==> src/rtl/wave_capture.sv <==
// Zero-crossing triggered waveform capture into a double-buffered display RAM.
// One frame of 2^ADDR_WIDTH samples is written per trigger, then handed to the display.
module wave_capture #(
  parameter int ADDR_WIDTH = 8
) (
  input  logic                  clk,
  input  logic                  reset,
  input  logic                  new_sample_ready,
  input  logic [15:0]           new_sample_in,
  input  logic                  wave_display_idle,
  output logic [ADDR_WIDTH:0]   write_address,
  output logic                  write_enable,
  output logic [7:0]            write_sample,
  output logic                  read_index
);

  typedef enum logic [1:0] {
    ARMED,
    ACTIVE,
    WAIT
  } state_t;

  localparam logic [ADDR_WIDTH-1:0] LAST_COUNT = '1;

  state_t                state;
  state_t                state_next;
  logic [ADDR_WIDTH-1:0] count;
  logic [ADDR_WIDTH-1:0] count_next;
  logic [15:0]           prev_sample;
  logic                  read_index_next;
  logic                  crossing;

  // Negative-to-non-negative transition between consecutive strobed samples.
  assign crossing = new_sample_ready & prev_sample[15] & ~new_sample_in[15];

  // NOTE: non-blocking assignments keep every register sampling pre-edge values.
  always_ff @(posedge clk or posedge reset) begin
    if (reset) begin
      state       <= ARMED;
      count       <= '0;
      prev_sample <= '0;
      read_index  <= 1'b0;
    end else begin
      state      <= state_next;
      count      <= count_next;
      read_index <= read_index_next;
      if (new_sample_ready) begin
        prev_sample <= new_sample_in;
      end
    end
  end

  // NOTE: defaults assigned first so no path leaves a variable unassigned (no latches).
  always_comb begin
    state_next      = state;
    count_next      = count;
    read_index_next = read_index;
    case (state)
      ARMED: begin
        if (crossing) begin
          state_next = ACTIVE;
          count_next = '0;
        end
      end
      ACTIVE: begin
        if (new_sample_ready) begin
          count_next = count + 1'b1;
          if (count == LAST_COUNT) begin
            state_next = WAIT;
          end
        end
      end
      WAIT: begin
        if (wave_display_idle) begin
          read_index_next = ~read_index;
          state_next      = ARMED;
        end
      end
      default: begin
        state_next = ARMED;
      end
    endcase
  end

  // Capture always targets the half the display is not reading.
  assign write_enable  = (state == ACTIVE) & new_sample_ready;
  assign write_address = {~read_index, count};
  assign write_sample  = {~new_sample_in[15], new_sample_in[14:8]};

endmodule

==> config.mk <==
export PLATFORM = sky130hd
export DESIGN_NAME = wave_capture
export DESIGN_NICKNAME = d
export VERILOG_FILES = /design/src/rtl/wave_capture.sv
export SDC_FILE = /design/constraint.sdc
export NUM_CORES = 1
export LEC_CHECK = 0
export CORE_MARGIN = 2
export CORE_UTILIZATION = 32
export DETAILED_ROUTE_END_ITERATION = 10
export GPL_ROUTABILITY_DRIVEN = 0
export GPL_TIMING_DRIVEN = 0
export PLACE_DENSITY = 0.76
export SYNTH_ARGS = -nofsm -noshare
export SYNTH_HDL_FRONTEND = slang
export SYNTH_SLANG_ARGS = --single-unit
==> constraint.sdc <==
create_clock -name clk -period 1.2 [get_ports clk]
set_input_delay 0.24 -clock clk [delete_from_list [all_inputs] [get_ports clk]]
set_output_delay 0.24 -clock clk [all_outputs]
set_load 0.01 [all_outputs]
==> flow_summary_export.csv <==
group,metric,value,unit
place,dp_hpwl,1.133,mm
cells_and_area,areaGrowthSynthToFinish,79.46,%
logic_synthesis,avgSynthCellArea,9.586,µm²
clocking,cts_max_level,1,
logic_synthesis,synthTopCellsByCount,"12 x dfrtp_1, 7 x buf_4, 7 x nand2_1",
logic_synthesis,yosys-top-cells-area,"dfrtp_1 46%, buf_4 8.1%, o21ai_0 4.6%",
power,p_per_area,1500,mW/mm²
routing,dr.pass1.iters,4,
floorplanning,die_area,0.002414,mm²
timing,finClkSkew,0.002298,ns
timing,setup_viol,5,
logic_synthesis,ys.flop_type,"dfrtp_1",
grt,grt_use_total,15.05,%
setup_path,crit_path_end_kind,"flip-flop",
timing,post-route-period-util,115.1,%
timing,drv_slew,0,
routing,routed-via-count,696,
setup_path,r2r-start,"state[1]",
floorplanning,die_y,49.14,µm
logic_synthesis,async_flop_share,100.0,%
status,status,"finished with violations",
floorplanning,initial_core_util,33.57,%
setup_path,crit_path_start_kind,"flip-flop",
job,cap_violations,0,
clocking,clock-sinks,12,
power,irDropWorstVdd,0.0009608,V
grt,overflow,0,
place,port_buffers,23,
grt,grt_first_pass_wirelength,2.780,mm
setup_path,required,1.42,ns
floorplanning,io_pins,39,
floorplanning,coreArea,0.001942,mm²
logic_synthesis,synth_top_area_cell,"dfrtp_1",
floorplanning,row_count,16,
routing,wl_per_cell,12.51,µm
cells_and_area,diodes,0,
timing,relSlewSlack,68.71,%
cells_and_area,postLayoutCoreUtil,60.24,%
floorplanning,die_w,49.14,µm
clocking,clock_latency,0.27,ns
routing,viasPerCell,4.971,
routing,antenna_left,0,
timing,worst_pin_slew,0.4688,ns
logic_synthesis,synth.top_cell.area_share,46.07,%
setup_path,critPathKind,"flip-flop to flip-flop",
routing,drcViolationCount,0,
routing,drt_iter0_markers,18,
timing,rsz0062_at_grt,"yes",
routing,routed_wl,1.751,mm
clocking,cts-root-buf,"clkbuf_4",
grt,grt_pass1_vias,683,
logic_synthesis,synth_edf_count,0,
worst_hold_path,hold_class,"primary input to async pin",
power,power,1.755,mW
clocking,cts_made_buffers,3,
clocking,cts-hold-fix-buffers,0,
grt,grt_max_degree,13,
timing,timing.final.ws_setup,-0.1814,ns
clocking,cts_buffer_depth,2,
cells_and_area,nets,135,
logic_synthesis,synth_cell_types,26,
grt,antenna_found_initial,0,
cells_and_area,fillerInstances,165,
cells_and_area,postLayoutCellArea,0.001170,mm²
timing,timing.fmax,723.9,MHz
status,violations,"setup timing",
place,dp_worst_setup_slack,-0.7539,ns
logic_synthesis,yosysMostFrequentCell,"dfrtp_1",
setup_path,cp-startpoint,"state[1]",
logic_synthesis,syn_nets,89,
clocking,cts_tree,"built",
timing,setup_tns,-0.6939,ns
logic_synthesis,ys_warn_count,0,
setup_path,cp_max_fo,4,
setup_path,cp.arrival,1.60,ns
logic_synthesis,syn_area,651.9,µm²
timing,fin_crit,1.381,ns
cells_and_area,drive_above_1_share,46.90,%
logic_synthesis,ys_ff_latch,12,
clocking,clk_pin_slew,0.08,ns
timing,final_hold_viol_count,0,
place,placed_area,939.7,µm²
logic_synthesis,ys_seq_area_share,46.07,%
logic_synthesis,netlist_instances,68,
power,cellLeakagePower,0.5170,nW
[metrics by stage]
| stage | instances | hold WS [ns] |
|---|---|---|
| CTS | 136 | 0.2724 |
| finish | 140 | 0.2708 |
| global placement | 118 | 0.4806 |
| detailed placement | 118 | 0.4888 |
| global route | 140 | 0.3229 |
| floorplan | 68 | 0.1046 |
[cell families after synthesis]
family          share of synthesized area [%]
buf+inv                                 10.94
mux                                     1.727
flops                                   46.07
xor+xnor                                1.344
fa+ha+maj                               1.919
compound gates                          14.40
simple gates                            23.61
[path summary, 6_finish.rpt]
| kind | cells after the start | slack (ns) | endpoint |
|---|---|---|---|
| max | 4 | -0.18 | count[4] |
| min | 2 | 0.27 | count[7] |
| max reg2reg | 4 | -0.18 | count[4] |
| min reg2reg | 1 | 0.54 | prev_sample[15] |
| max in group asynchronous | 2 | 0.58 | count[0] |
| min in group clk | 2 | 0.43 | prev_sample[15] |
[worst max-delay path, stage by stage, from the launching register on]
cell      delay, ns
dfrtp_2        0.43
buf_4          0.15
nand2b_4       0.15
or4_4          0.51
nand3_2        0.08
[what timing repair did]
item / 4_1_cts / 5_1_grt
resized for setup: 33 / 17
setup endpoints to repair: 17 / 16
pin swaps: 2 / 4
buffers inserted: 14 / 4
[area by class of cell]
cell class,instances,area (µm²),share of cell area [%]
inverter,5,18.77,1.604
tap,27,33.78,2.888
sequential,12,306.5,26.20
buffer,7,52.55,4.492
timing repair buffer,41,362.8,31.02
multi-input combinational,44,359.1,30.70
clock buffer,4,36.28,3.102
[per-layer routing]
layer  up-vias  GRT usage, %  wire [µm]
met3         7         3.067        115
met2        31         26.80        881
met4         0         9.524         51
met1       330         15.98        703
li1        328             -          -
met5         -             0          0
[registers in the layout (all words and copies together), names as in the netlist]
register and cells:
prev_sample 1, read_index 1, state 2, count 8
[where the power goes]
group          switching (mW)  internal (mW)  total [mW]
combinational           0.423          0.425       0.849
clock                   0.141          0.184       0.325
sequential             0.0732          0.507       0.580
total                   0.638           1.12        1.75
[placed cells by master (no fill, tap or decap), drive strengths merged]
| cell | count |
|---|---|
| nand3b | 3 |
| nand3 | 5 |
| or4 | 1 |
| clkdlybuf4s50 | 9 |
| dfrtp | 12 |
| o31ai | 2 |
| clkbuf | 4 |
| nand2b | 2 |
| buf | 27 |
| nand2 | 7 |
| xnor2 | 1 |
| mux2 | 1 |
| nor2b | 3 |
| nand4 | 2 |
| ha | 1 |
| o21ai | 9 |
| o211ai | 2 |
| clkdlybuf4s15 | 9 |
| a31oi | 1 |
| nor3 | 1 |
| dlygate4sd2 | 3 |
| o32ai | 1 |
| inv | 5 |
| and3 | 1 |
| nor2 | 1 |
Power figures use the tool's default switching activity.
